<file path="config.mk">
export PLATFORM = sky130hd
export DESIGN_NAME = dac_spi_arbiter
export DESIGN_NICKNAME = d
export VERILOG_FILES = /design/src/rtl/dac_spi_arbiter.sv
export SDC_FILE = /design/constraint.sdc
export NUM_CORES = 1
export LEC_CHECK = 0
export ABC_AREA = 0
export BUFFER_PORTS_ARGS = -buffer_cell sky130_fd_sc_hd__buf_2
export CORE_ASPECT_RATIO = 1.75
export CORE_MARGIN = 2
export CORE_UTILIZATION = 45
export DETAILED_ROUTE_END_ITERATION = 8
export PLACE_DENSITY = 0.79
export SETUP_SLACK_MARGIN = 0.2
export SYNTH_ARGS = -nofsm -noshare
export SYNTH_HDL_FRONTEND = slang
export SYNTH_SLANG_ARGS = --single-unit
</file>
<file path="constraint.sdc">
create_clock -name clk_in -period 2.15 [get_ports clk_in]
set_clock_uncertainty 0.05 [all_clocks]
set_input_delay 0.43 -clock clk_in [delete_from_list [all_inputs] [get_ports clk_in]]
set_output_delay 0.43 -clock clk_in [all_outputs]
set_load 0.05 [all_outputs]
</file>
<file path="src/rtl/dac_spi_arbiter.sv">
// dac_spi_arbiter: shares one AD9122 SPI transaction engine between the power-up sequencer (A) and run-time access (B).
// Optional handshake watchdog is compiled in with `define DAC_SPI_ARB_TIMEOUT_EN.
module dac_spi_arbiter #(
    parameter int GAP_CYCLES     = 2,
    parameter int TIMEOUT_CYCLES = 65535
) (
    input  logic        clk_in,
    input  logic        rst_n,
    input  logic        i_a_valid,
    input  logic        i_b_valid,
    output logic        o_a_ready,
    output logic        o_b_ready,
    input  logic [1:0]  i_a_mode,
    input  logic [1:0]  i_b_mode,
    input  logic [6:0]  i_a_addr,
    input  logic [6:0]  i_b_addr,
    input  logic [7:0]  i_a_wdata,
    input  logic [7:0]  i_b_wdata,
    input  logic [15:0] i_a_delay,
    input  logic [15:0] i_b_delay,
    input  logic        i_a_lock,
    output logic        o_a_done,
    output logic        o_b_done,
    output logic [7:0]  o_a_rdata,
    output logic [7:0]  o_b_rdata,
    output logic        o_a_err,
    output logic        o_b_err,
    output logic [1:0]  o_eng_mode,
    output logic [15:0] o_eng_infodata,
    output logic [7:0]  o_eng_rd_info,
    output logic [15:0] o_eng_delay,
    output logic        o_eng_valid,
    input  logic        i_eng_ready,
    input  logic [7:0]  i_eng_rdata,
    output logic        o_busy,
    output logic        o_grant_b
);

    typedef enum logic [2:0] {
        S_IDLE = 3'd0,
        S_LOAD = 3'd1,
        S_RUN  = 3'd2,
        S_RESP = 3'd3,
        S_GAP  = 3'd4
    } state_t;

    localparam logic [1:0] MODE_RD  = 2'b01;
    localparam logic [1:0] MODE_RSV = 2'b11;
    localparam logic [3:0] GAP_LOAD = 4'(GAP_CYCLES - 1);

    state_t      r_state;
    logic        r_last_b;
    logic        r_grant_b;
    logic        r_a_ready;
    logic        r_b_ready;
    logic        r_a_done;
    logic        r_b_done;
    logic        r_a_err;
    logic        r_b_err;
    logic [7:0]  r_a_rdata;
    logic [7:0]  r_b_rdata;
    logic [1:0]  r_eng_mode;
    logic [15:0] r_eng_infodata;
    logic [7:0]  r_eng_rd_info;
    logic [15:0] r_eng_delay;
    logic        r_eng_valid;
    logic [3:0]  r_gap_cnt;
`ifdef DAC_SPI_ARB_TIMEOUT_EN
    logic [31:0] r_tmo_cnt;
`else
    logic        w_unused_tmo;
    assign w_unused_tmo = |32'(TIMEOUT_CYCLES);
`endif

    logic        w_cand_a;
    logic        w_cand_b;
    logic        w_pick_b;
    logic [1:0]  w_sel_mode;
    logic [6:0]  w_sel_addr;
    logic [7:0]  w_sel_wdata;
    logic [15:0] w_sel_delay;

    // Lock only masks B; on a tie the port that did not win last time goes first.
    assign w_cand_a    = i_a_valid;
    assign w_cand_b    = i_b_valid & ~i_a_lock;
    assign w_pick_b    = w_cand_b & (~w_cand_a | ~r_last_b);
    assign w_sel_mode  = w_pick_b ? i_b_mode  : i_a_mode;
    assign w_sel_addr  = w_pick_b ? i_b_addr  : i_a_addr;
    assign w_sel_wdata = w_pick_b ? i_b_wdata : i_a_wdata;
    assign w_sel_delay = w_pick_b ? i_b_delay : i_a_delay;

    always_ff @(posedge clk_in or negedge rst_n) begin
        if (!rst_n) begin
            r_state        <= S_IDLE;
            r_last_b       <= 1'b1;
            r_grant_b      <= 1'b0;
            r_a_ready      <= 1'b0;
            r_b_ready      <= 1'b0;
            r_a_done       <= 1'b0;
            r_b_done       <= 1'b0;
            r_a_err        <= 1'b0;
            r_b_err        <= 1'b0;
            r_a_rdata      <= 8'd0;
            r_b_rdata      <= 8'd0;
            r_eng_mode     <= 2'd0;
            r_eng_infodata <= 16'd0;
            r_eng_rd_info  <= 8'd0;
            r_eng_delay    <= 16'd0;
            r_eng_valid    <= 1'b0;
            r_gap_cnt      <= 4'd0;
`ifdef DAC_SPI_ARB_TIMEOUT_EN
            r_tmo_cnt      <= 32'd0;
`endif
        end else begin
            r_a_ready <= 1'b0;
            r_b_ready <= 1'b0;
            r_a_done  <= 1'b0;
            r_b_done  <= 1'b0;
            r_a_err   <= 1'b0;
            r_b_err   <= 1'b0;
            case (r_state)
                S_IDLE: begin
                    if (w_cand_a || w_cand_b) begin
                        r_a_ready      <= ~w_pick_b;
                        r_b_ready      <= w_pick_b;
                        r_last_b       <= w_pick_b;
                        r_grant_b      <= w_pick_b;
                        r_eng_mode     <= w_sel_mode;
                        r_eng_infodata <= {1'b0, w_sel_addr, w_sel_wdata};
                        r_eng_rd_info  <= {1'b1, w_sel_addr};
                        r_eng_delay    <= w_sel_delay;
                        r_state        <= S_LOAD;
                    end
                end
                S_LOAD: begin
                    if (r_eng_mode == MODE_RSV) begin
                        r_a_done <= ~r_grant_b;
                        r_b_done <= r_grant_b;
                        r_a_err  <= ~r_grant_b;
                        r_b_err  <= r_grant_b;
                        r_state  <= S_RESP;
                    end else begin
                        r_eng_valid <= 1'b1;
`ifdef DAC_SPI_ARB_TIMEOUT_EN
                        r_tmo_cnt   <= 32'd0;
`endif
                        r_state     <= S_RUN;
                    end
                end
                S_RUN: begin
                    if (i_eng_ready) begin
                        r_eng_valid <= 1'b0;
                        r_a_done    <= ~r_grant_b;
                        r_b_done    <= r_grant_b;
                        if (r_eng_mode == MODE_RD) begin
                            if (r_grant_b) r_b_rdata <= i_eng_rdata;
                            else           r_a_rdata <= i_eng_rdata;
                        end
                        r_state <= S_RESP;
                    end
`ifdef DAC_SPI_ARB_TIMEOUT_EN
                    else if (r_tmo_cnt + 32'd1 == 32'(TIMEOUT_CYCLES)) begin
                        r_eng_valid <= 1'b0;
                        r_a_done    <= ~r_grant_b;
                        r_b_done    <= r_grant_b;
                        r_a_err     <= ~r_grant_b;
                        r_b_err     <= r_grant_b;
                        r_state     <= S_RESP;
                    end else begin
                        r_tmo_cnt <= r_tmo_cnt + 32'd1;
                    end
`endif
                end
                S_RESP: begin
                    r_gap_cnt <= GAP_LOAD;
                    r_state   <= S_GAP;
                end
                S_GAP: begin
                    if (r_gap_cnt == 4'd0) begin
                        r_grant_b <= 1'b0;
                        r_state   <= S_IDLE;
                    end else begin
                        r_gap_cnt <= r_gap_cnt - 4'd1;
                    end
                end
                default: r_state <= S_IDLE;
            endcase
        end
    end

    assign o_a_ready      = r_a_ready;
    assign o_b_ready      = r_b_ready;
    assign o_a_done       = r_a_done;
    assign o_b_done       = r_b_done;
    assign o_a_err        = r_a_err;
    assign o_b_err        = r_b_err;
    assign o_a_rdata      = r_a_rdata;
    assign o_b_rdata      = r_b_rdata;
    assign o_eng_mode     = r_eng_mode;
    assign o_eng_infodata = r_eng_infodata;
    assign o_eng_rd_info  = r_eng_rd_info;
    assign o_eng_delay    = r_eng_delay;
    assign o_eng_valid    = r_eng_valid;
    assign o_busy         = (r_state != S_IDLE);
    assign o_grant_b      = r_grant_b;

endmodule
</file>
Word-level counts from Yosys, hierarchy flattened
Cells that the tools add are included.

Bits of input ports: 80. Memories kept: 0. Register bits after elaboration: 73. Bits in latches: 0. Memory bits (writable): 0. Output and inout bits: 67. Bits in read-only memories: 0.

Add/sub/neg operators: 1. $lt $le $gt $ge: 0. Reductions and logical operators: 14. Equal/unequal tests: 11. Bitwise gates (word level): 8. Muxes and demuxes: 29. $mul: 0. Shift-type cells: 0. Div/mod/pow operators: 0.

Operators by type and width (number): $mux 16 (1); $mux 1 (15); $pmux 3 s5 (1); $ne 2x2->1 const B (5); $mux 3 (3); $reduce_and 3->1 (3); $mux 8 (1); $pmux 1 s2 (4); $pmux 4 s2 (1); $reduce_and 4->1 (2); $mux 7 (1); $eq 3x2->1 const B (2); $reduce_bool 2->1 (3); $not 1->1 (5); $logic_not 4->1 (1); $mux 4 (1); $reduce_and 2->1 (2); $sub 4x1->4 const B (1); $eq 3x1->1 const B (1); $eq 3x3->1 const B (1); $logic_not 3->1 (1); $reduce_bool 3->1 (1); $and 1x1->1 (2); $eq 2x1->1 const B (1); other kinds (4) (4).

Depth between registers and ports, before layout
Gate-level depths: netlist of run 1.

Depth in word-level cells: 6. Gate-level depth with buffers: 7.

Worst setup path before layout of run 1
No wires, ideal clock.

Path kind: register to register. Start: register r_grant_b, in the netlist o_grant_b. End: register r_b_rdata[0], in the netlist o_b_rdata[0]. Required time: 1.975 ns. Setup time: 0.125 ns. Path slack: 0.125 ns. Stages on the path, launching flop included: 5. Buffers on the path: 1. Clock period less this slack: 2.025 ns. Data arrival time: 1.849 ns. Cells stage by stage: dfrtp_1 inv_1 or4_1 buf_6 mux2_4.

Longest elaborated chain between the ends: 1.

Ends and longest elaborated chain: start: declaration (line 53) `logic r_grant_b;`; start signal: assignment (line 127) `r_grant_b <= w_pick_b;`; $reduce_and 4->1 (no source line); end signal: assignment (line 156) `if (r_grant_b) r_b_rdata <= i_eng_rdata;`; end: declaration (line 61) `logic [7:0] r_b_rdata;`.

No other way between the ends. A chain may end at the register's enable or synchronous reset.

Worst setup path after layout of run 1
Start: register r_state[2]. End: output o_busy.

Longest elaborated chain between the ends: 1.

Ends and longest elaborated chain: start: declaration (line 51) `state_t r_state;`; start signal: assignment (line 94) `r_state <= S_IDLE;`; start signal: assignment (line 132) `r_state <= S_LOAD;`; start signal: assignment (line 141) `r_state <= S_RESP;`; $reduce_bool 3->1 (line 204) `assign o_busy = (r_state != S_IDLE);`; end: declaration (line 35) `output logic o_busy,`.

No other way between the ends.

==> results of run 1 <==
-- how the worst max path moves through the flow --
stage	to	slack [ns]	cells after the start
3_5_place_dp	o_b_rdata[0]	0.18	3
2_1_floorplan	o_b_rdata[0]	0.29	4
5_1_grt	o_busy	0.25	4
4_1_cts	o_busy	0.17	3
6_report	o_busy	0.30	4
3_3_place_gp	o_b_rdata[1]	0.23	4
-- layer usage --
layer / GRT usage / part of all wire
met5: 0 / 0
met4: 0.116 / 0.022
met3: 0.0457 / 0.062
met2: 0.396 / 0.55
met1: 0.222 / 0.37
-- area by class of cell --
class                      instances  area (sq um)  share of cell area
multi-input combinational        135          1100               0.280
clock inverter                     6          80.1              0.0205
timing repair buffer             157           828               0.212
clock buffer                      10           138              0.0352
inverter                           5          18.8             0.00479
sequential                        66          1650               0.423
tap                               80           100              0.0256
-- through the flow --
stage / total power [mW] / util
final: 7.34 / 0.629
after CTS: 7.38 / 0.626
after global placement: 6.12 / 0.591
after global routing: 7.72 / 0.629
after detailed placement: 6.22 / 0.591
after floorplan: 5.31 / -
-- registers in the layout (all words and copies together), names as in the netlist, 2 cells and up --
name / count
o_eng_infodata: 8
o_eng_rd_info: 8
o_eng_delay: 16
r_state: 3
r_gap_cnt: 4
o_eng_mode: 2
o_a_rdata: 8
o_b_rdata: 8
-- cells in the final DEF (no fill, tap or decap), types with 2 or more instances in the layout --
| master | n |
|---|---|
| sky130_fd_sc_hd__clkbuf_8 | 10 |
| sky130_fd_sc_hd__mux2_4 | 8 |
| sky130_fd_sc_hd__nand2_1 | 10 |
| sky130_fd_sc_hd__a22o_1 | 33 |
| sky130_fd_sc_hd__nor2b_1 | 2 |
| sky130_fd_sc_hd__nor3_1 | 5 |
| sky130_fd_sc_hd__o21ai_0 | 4 |
| sky130_fd_sc_hd__a21o_1 | 34 |
| sky130_fd_sc_hd__a21oi_1 | 2 |
| sky130_fd_sc_hd__mux2i_1 | 2 |
| sky130_fd_sc_hd__dfrtp_1 | 64 |
| sky130_fd_sc_hd__clkinv_2 | 4 |
| sky130_fd_sc_hd__buf_2 | 145 |
| sky130_fd_sc_hd__and3_1 | 2 |
| sky130_fd_sc_hd__bufinv_16 | 2 |
| sky130_fd_sc_hd__inv_1 | 5 |
| sky130_fd_sc_hd__buf_4 | 11 |
| sky130_fd_sc_hd__nand2b_1 | 6 |
| sky130_fd_sc_hd__mux2_2 | 8 |
| sky130_fd_sc_hd__nor2_1 | 5 |
-- timing repair --
action / CTS / global route
endpoints found under the setup margin: 9 / 1
pin swaps: 0 / 1
setup buffers: 0 / 1
hold buffers: 0 / 0
resized for setup: 1 / 1
-- logic make-up after synthesis --
| logic type | share of synthesized area |
|---|---|
| buf+inv | 0.0557 |
| flops | 0.571 |
| mux | 0.0795 |
| simple gates | 0.0700 |
| compound gates | 0.216 |
| xor+xnor | 0.00302 |
| fa+ha+maj | 0.00432 |
| other cells | 0.00129 |
-- power groups by stage --
stage               combinational (mW)  clock [mW]  sequential (mW)
detailed placement                4.07           0             2.15
floorplan                         1.59           0             3.73
finish                            4.06        1.13             2.15
global route                      4.30        1.22             2.21
CTS                               4.08        1.16             2.14
global placement                  4.00           0             2.12
-- worst max-delay path, delay by kind of cell (launching register included) --
| family | cells | cell delay [ns] |
|---|---|---|
| buffers and inverters | 3 | 0.43 |
| DFF | 1 | 0.37 |
| and+or+nand+nor | 1 | 0.22 |
==> summary by stage, run 1 <==
Global route
The number of antenna violations at the first check in global routing is 0. The overall overflow remaining after global route is 0. Entering global routing, the biggest net connects 31 pins. The first global-routing pass estimated 11300 microns of wire.

For this run, the total global-route usage over all layers was measured as 0.214. The number of global-route vias before repair came to 2435.

Yosys
Synthesis instantiated 34 different standard cells from the library. The synthesized instance count is 229. The share of synthesized area in the top cell type comes to 0.562.

For this run, the number of Yosys warnings is 0. Dividing the synthesized area by the synthesized cell count gives between 10 and 15 sq um. The most common flop cell mapped by yosys is sky130_fd_sc_hd__dfrtp_1. The share of flip-flops with an asynchronous set or reset is 1.00. The post-synthesis instance area is 0.00290 sq mm. The synthesized flop and latch total is 66.

The number of synthesized flops with an enable pin is 0. Yosys attributes the largest share of cell area to sky130_fd_sc_hd__dfrtp_1, sky130_fd_sc_hd__a22o_1, sky130_fd_sc_hd__a21o_1. The net count after synthesis is 310. Of the synthesized area, sequential elements account for 0.571. The biggest area consumer among synthesized cells is sky130_fd_sc_hd__dfrtp_1. Counting instances in the post-synthesis netlist gives the leading cell types as sky130_fd_sc_hd__dfrtp_1, sky130_fd_sc_hd__a21o_1, sky130_fd_sc_hd__a22o_1. The cell with the most instances after synthesis is sky130_fd_sc_hd__dfrtp_1.

Route
The final route contains between 2000 and 2500 vias. The number of remaining DRC errors is 0. The number of nets with antenna violations after routing is 0. After detailed routing, the number of vias per cell comes to 5.20. The number of search-and-repair iterations in the first detailed-routing pass is 4. Dividing the detail-routed wire length by the instance count gives between 15 and 20 microns. After the first detailed-routing iteration, the DRC count stood at around 150.

The sum of routed wire length over all layers is around 7300 microns.

STA
The final count of hold timing violations is 13. The final clock period utilization by the worst path is 0.858. The worst path meets setup with ~0.30 ns of slack.

The maximum achievable frequency is 542 MHz. The worst hold-check slack is -0.00512 ns. Setup repair after global routing left no endpoint under its margin. The max-slew violation total from the final report is 0. The setup TNS is 0 ns. The minimum clock period is ~1.8 ns. The number of setup violations in the final report is 0.

Placed design
The total of buffers placed on input and output ports is ~150. The placer's final routability congestion estimate is approximately 0.75. The HPWL after detailed placement is between 5000 and 6000 microns. The number of placed instances with taps included is 442. The worst slack at placement is ~0.18 ns. The standard cell area after detailed placement is around 0.0037 sq mm.

Die
about 150 I/O pins were placed. The die covers ~0.0071 sq mm. From left edge to right edge, the die measures 64.6 microns. The initial core utilization is 0.465. The site row count is 38.

The height of the die is between 100 and 150 microns. The placeable core area is 0.00623 sq mm.

Clock tree
At the later pin of the worst-skew pair, clock insertion delay measures around 0.34 ns. The maximum buffer depth of the clock tree is 2. After clock tree synthesis, the clock-pin slew on the worst setup and hold paths is 0.07 ns. The number of buffers created by CTS is 9. The clock net in this run drives a total of 66 sinks. The buffer cell driving the clock tree root is sky130_fd_sc_hd__clkbuf_8. The TritonCTS clock tree is done. CTS built an H-tree with a depth of 3.

Power
The combinational cell fraction of total power is 0.553. The leakage power of the design is 2.32 nW. The worst supply voltage drop on vdd is between 0.001 and 0.0015 V. For this design the total switching power over the nets is approximately 3.6 mW.

The sequential share of power is 0.293. The internal power contribution is between 3 and 4 mW. For this design the ratio of total power to cell area is between 1500 and 2000 mW/mm^2.

Of the total power, the share spent switching nets is 0.497. Of the total power, the clock network draws 0.154.

Critical path
The endpoint class of the critical path is a primary output. The reg2reg setup slack is about 0.34 ns. The standard cell with the maximum stage delay on the critical path is sky130_fd_sc_hd__dfrtp_1. By startpoint and endpoint, the worst setup path is classified as register to primary output.

The worst endpoint data arrival time is between 1 and 1.5 ns. The data required time of the worst path is about 1.7 ns. Along the worst path, the maximum fanout reaches 10. The critical path goes through buf_4 -> nor3_4 -> inv_1 -> buf_2.

The endpoint identified for the worst register-to-register timing path is o_b_rdata[5]. The startpoint identified for the worst register-to-register timing path is r_state[1]. STA classifies the critical path startpoint as a register. The maximum single-stage delay on the critical path is 0.37 ns. The critical path starts at r_state[2]. The number of cells on the worst reg-to-reg path is 3.

Finish
For this run, the post-layout net count is 455. The fraction of final layout cells with drive strength greater than 1 is 0.517. Fill cells in the final layout number roughly 530.

The finished cells cover around 0.0039 sq mm. The area overhead of the layout relative to synthesis is 35.2%. The repair_antennas step left the layout with diodes totalling 0.

The number of cells in the finished layout apart from fillers is ~460.

Run status
The checks that failed: negative hold slack. The run finished, with violations left.

Flow run
The tool flagged a number of max-cap violations equal to 0.

Worst hold path
The path category of the worst min-delay check is input pin to async pin.
Note: power is estimated with default switching activity, not from simulation.
==> run 2, diff against run 1 <==
--- a/config.mk
+++ b/config.mk
@@ -11,7 +11,7 @@
 export CORE_MARGIN = 2
 export CORE_UTILIZATION = 45
 export DETAILED_ROUTE_END_ITERATION = 8
-export PLACE_DENSITY = 0.79
+export PLACE_DENSITY_LB_ADDON = 0.08
 export SETUP_SLACK_MARGIN = 0.2
 export SYNTH_ARGS = -nofsm -noshare
 export SYNTH_HDL_FRONTEND = slang
==> summary by stage, run 2 (synthesis gave the netlist of run 1 again) <==
Finish
The repair_antennas step left the layout with diodes totalling 0. After the last flow step, the layout net total stands at between 400 and 500. The number of flip-flops in the largest register is 16. The fraction of final layout cells with drive strength greater than 1 is 0.509. The layout has approximately 520 filler cells.

In the layout the commonest cells are sky130_fd_sc_hd__buf_2, sky130_fd_sc_hd__dfrtp_1, sky130_fd_sc_hd__a21o_1, sky130_fd_sc_hd__a22o_1, sky130_fd_sc_hd__clkbuf_8. The library cell used most frequently in the layout, excluding fill and tap cells, is sky130_fd_sc_hd__buf_2. The area overhead of the layout relative to synthesis is 33.8%.

Route
The routed design has 7390 microns of wire. In this run, the number of DRC markers left after iteration 0 of detailed routing was approximately 130. In the routed design, unresolved DRC markers number 0.

The routed layout has 2346 vias. The number of nets with antenna violations after routing is 0. The number of search-and-repair iterations in the first detailed-routing pass is 4.

The detail-routed via count per cell is a little over 5. After detailed routing, the average wire length per cell comes to about 16 microns.

Global route
The number of antenna violations at the first check in global routing was 0. Global routing finished with a remaining overflow of 0. The number of global-route vias before repair is 2279. The pin count of the biggest net entering global routing is 67. The first-pass GRT wire length is 11100 microns. The overall track demand over capacity in global routing is 0.209.

Die
The overall die width is roughly 65 microns. The height of the die is 110 microns. The initial utilization of the core area, before any placement, comes to 0.465.

The core region is about 0.0062 sq mm. The floorplan step defined a die boundary enclosing 0.00712 sq mm. 147 I/O pins were placed.

The floorplan has 38 rows.

Clock tree
The clock slew seen by the registers of the worst setup and hold paths is 0.07 ns. The tree is rooted in a sky130_fd_sc_hd__clkbuf_8. The clock latency reported for the late side of the worst-skew pair is around 0.34 ns. The count of clock tree sinks is between 60 and 70. The TritonCTS clock tree is done. The post-CTS setup buffer count is 0.

The longest clock path from root to sink contains 2 buffers. The number of buffers created by CTS is 9. The level count of the clock H-tree is 3.

Worst hold path
The worst hold path belongs to the class input pin to async pin.

Placed design
The HPWL after detailed placement is 5440 microns. The total of buffers placed on input and output ports is around 150. The placer's final routability congestion estimate is between 0.7 and 0.8.

Power
The combinational cell fraction of total power is 0.564. The share of total power dissipated in sequential elements is 0.302. The share of total power dissipated in the clock network is 0.133.

In this run the power spent charging and discharging nets is roughly 3.6 mW. The worst supply voltage drop on vdd is approximately 0.0011 V. The power per cell area is between 1500 and 2000 mW/mm^2. Of the total power, the share spent switching nets is 0.506.

The completed layout was analyzed and its total power is between 7 and 8 mW. The internal power of the cells totals between 3 and 4 mW. In this run the static leakage power is 2.29 nW.

Critical path
The worst endpoint data arrival time is 1.37 ns. The worst-path maximum fanout is 8. The endpoint identified for the worst register-to-register timing path is o_a_rdata[2]. Setup slack on the worst reg-to-reg path comes out at 0.34 ns. The worst setup path is captured at a primary output. The launching point of the worst reg2reg path is r_state[0]. By startpoint and endpoint, the worst setup path is classified as register to primary output. STA puts the critical path data required time at between 1.5 and 2 ns. STA classifies the critical path startpoint as a register. The number of cells on the worst reg-to-reg path is 3.

STA
The final count of hold timing violations came to 0. The maximum achievable frequency is roughly 540 MHz. The worst pin sits at a relative slew slack of 0.594. The number of setup violations in the final report is 0. The max-slew violation total from the final report came to 0.

Dividing the final minimum period by the clock period gives 0.859. Setup repair after global routing left no endpoint under its margin. For the finished layout, the period the worst path requires is approximately 1.8 ns. Setup total negative slack on the finished layout was measured at 0 ns.

For the pin with the worst max-slew slack, the measured transition is between 0.6 and 0.7 ns.

Run status
The flow ran to the end, and the final reports show no timing, DRC or antenna violations.

Flow run
The max-capacitance violation count is 0.
[run 2: power by group through the flow]
stage / combinational [mW] / clock (mW) / sequential [mW]
2_1_floorplan: 1.59 / 0 / 3.73
3_3_place_gp: 4.00 / 0 / 2.16
3_5_place_dp: 4.04 / 0 / 2.18
4_1_cts: 4.06 / 0.987 / 2.16
5_1_grt: 4.25 / 1.03 / 2.23
6_report: 4.03 / 0.954 / 2.16
[run 2: worst max-delay path by stage]
stage | startpoint | endpoint | slack [ns] | cells past startpoint
2_1_floorplan | o_eng_mode[0] | o_b_rdata[0] | 0.29 | 4
3_3_place_gp | i_eng_ready | o_b_rdata[3] | 0.24 | 4
3_5_place_dp | r_state[0] | o_b_rdata[0] | 0.20 | 3
4_1_cts | r_state[1] | o_busy | 0.17 | 3
5_1_grt | r_state[0] | o_a_rdata[2] | 0.21 | 3
6_report | r_state[1] | o_busy | 0.30 | 3
[run 2: stage by stage]
step           hold WS [ns]   util  worst slack (ns)  area (sq um)  cells
3_3_place_gp          0.395  0.591             0.238          3680    439
4_1_cts              0.0539  0.621             0.174          3870    455
6_report             0.0466  0.622             0.303          3880    455
5_1_grt              0.0675  0.622             0.214          3880    455
2_1_floorplan        0.0844      -             0.287          2900    229
3_5_place_dp          0.402  0.591             0.201          3680    439
[run 2: cell type report]
class | count | area [sq um] | area share
clock inverter | 2 | 10.0 | 0.00258
multi-input combinational | 135 | 1100 | 0.283
timing repair buffer | 153 | 823 | 0.212
sequential | 66 | 1660 | 0.427
clock buffer | 14 | 173 | 0.0445
inverter | 5 | 18.8 | 0.00484
tap | 80 | 100 | 0.0258
[run 2: timing repair]
item | 4_1_cts | 5_1_grt
hold buffers | 0 | 0
hold endpoints to repair | 0 | 0
endpoints found under the setup margin | 9 | 1
resized for setup | 1 | 2
[run 2: metal layers]
metal / track usage / vias up / share of wire
li1: - / 1102 / -
met1: 0.239 / 1148 / 0.38
met2: 0.359 / 84 / 0.54
met3: 0.0629 / 12 / 0.066
met4: 0.0912 / 0 / 0.017
met5: 0 / - / 0
[run 2: worst max-delay path: stages (launching register included)]
cell                      delay (ns)
sky130_fd_sc_hd__dfrtp_2        0.48
sky130_fd_sc_hd__nor3_4         0.28
sky130_fd_sc_hd__inv_1          0.06
sky130_fd_sc_hd__buf_2          0.21
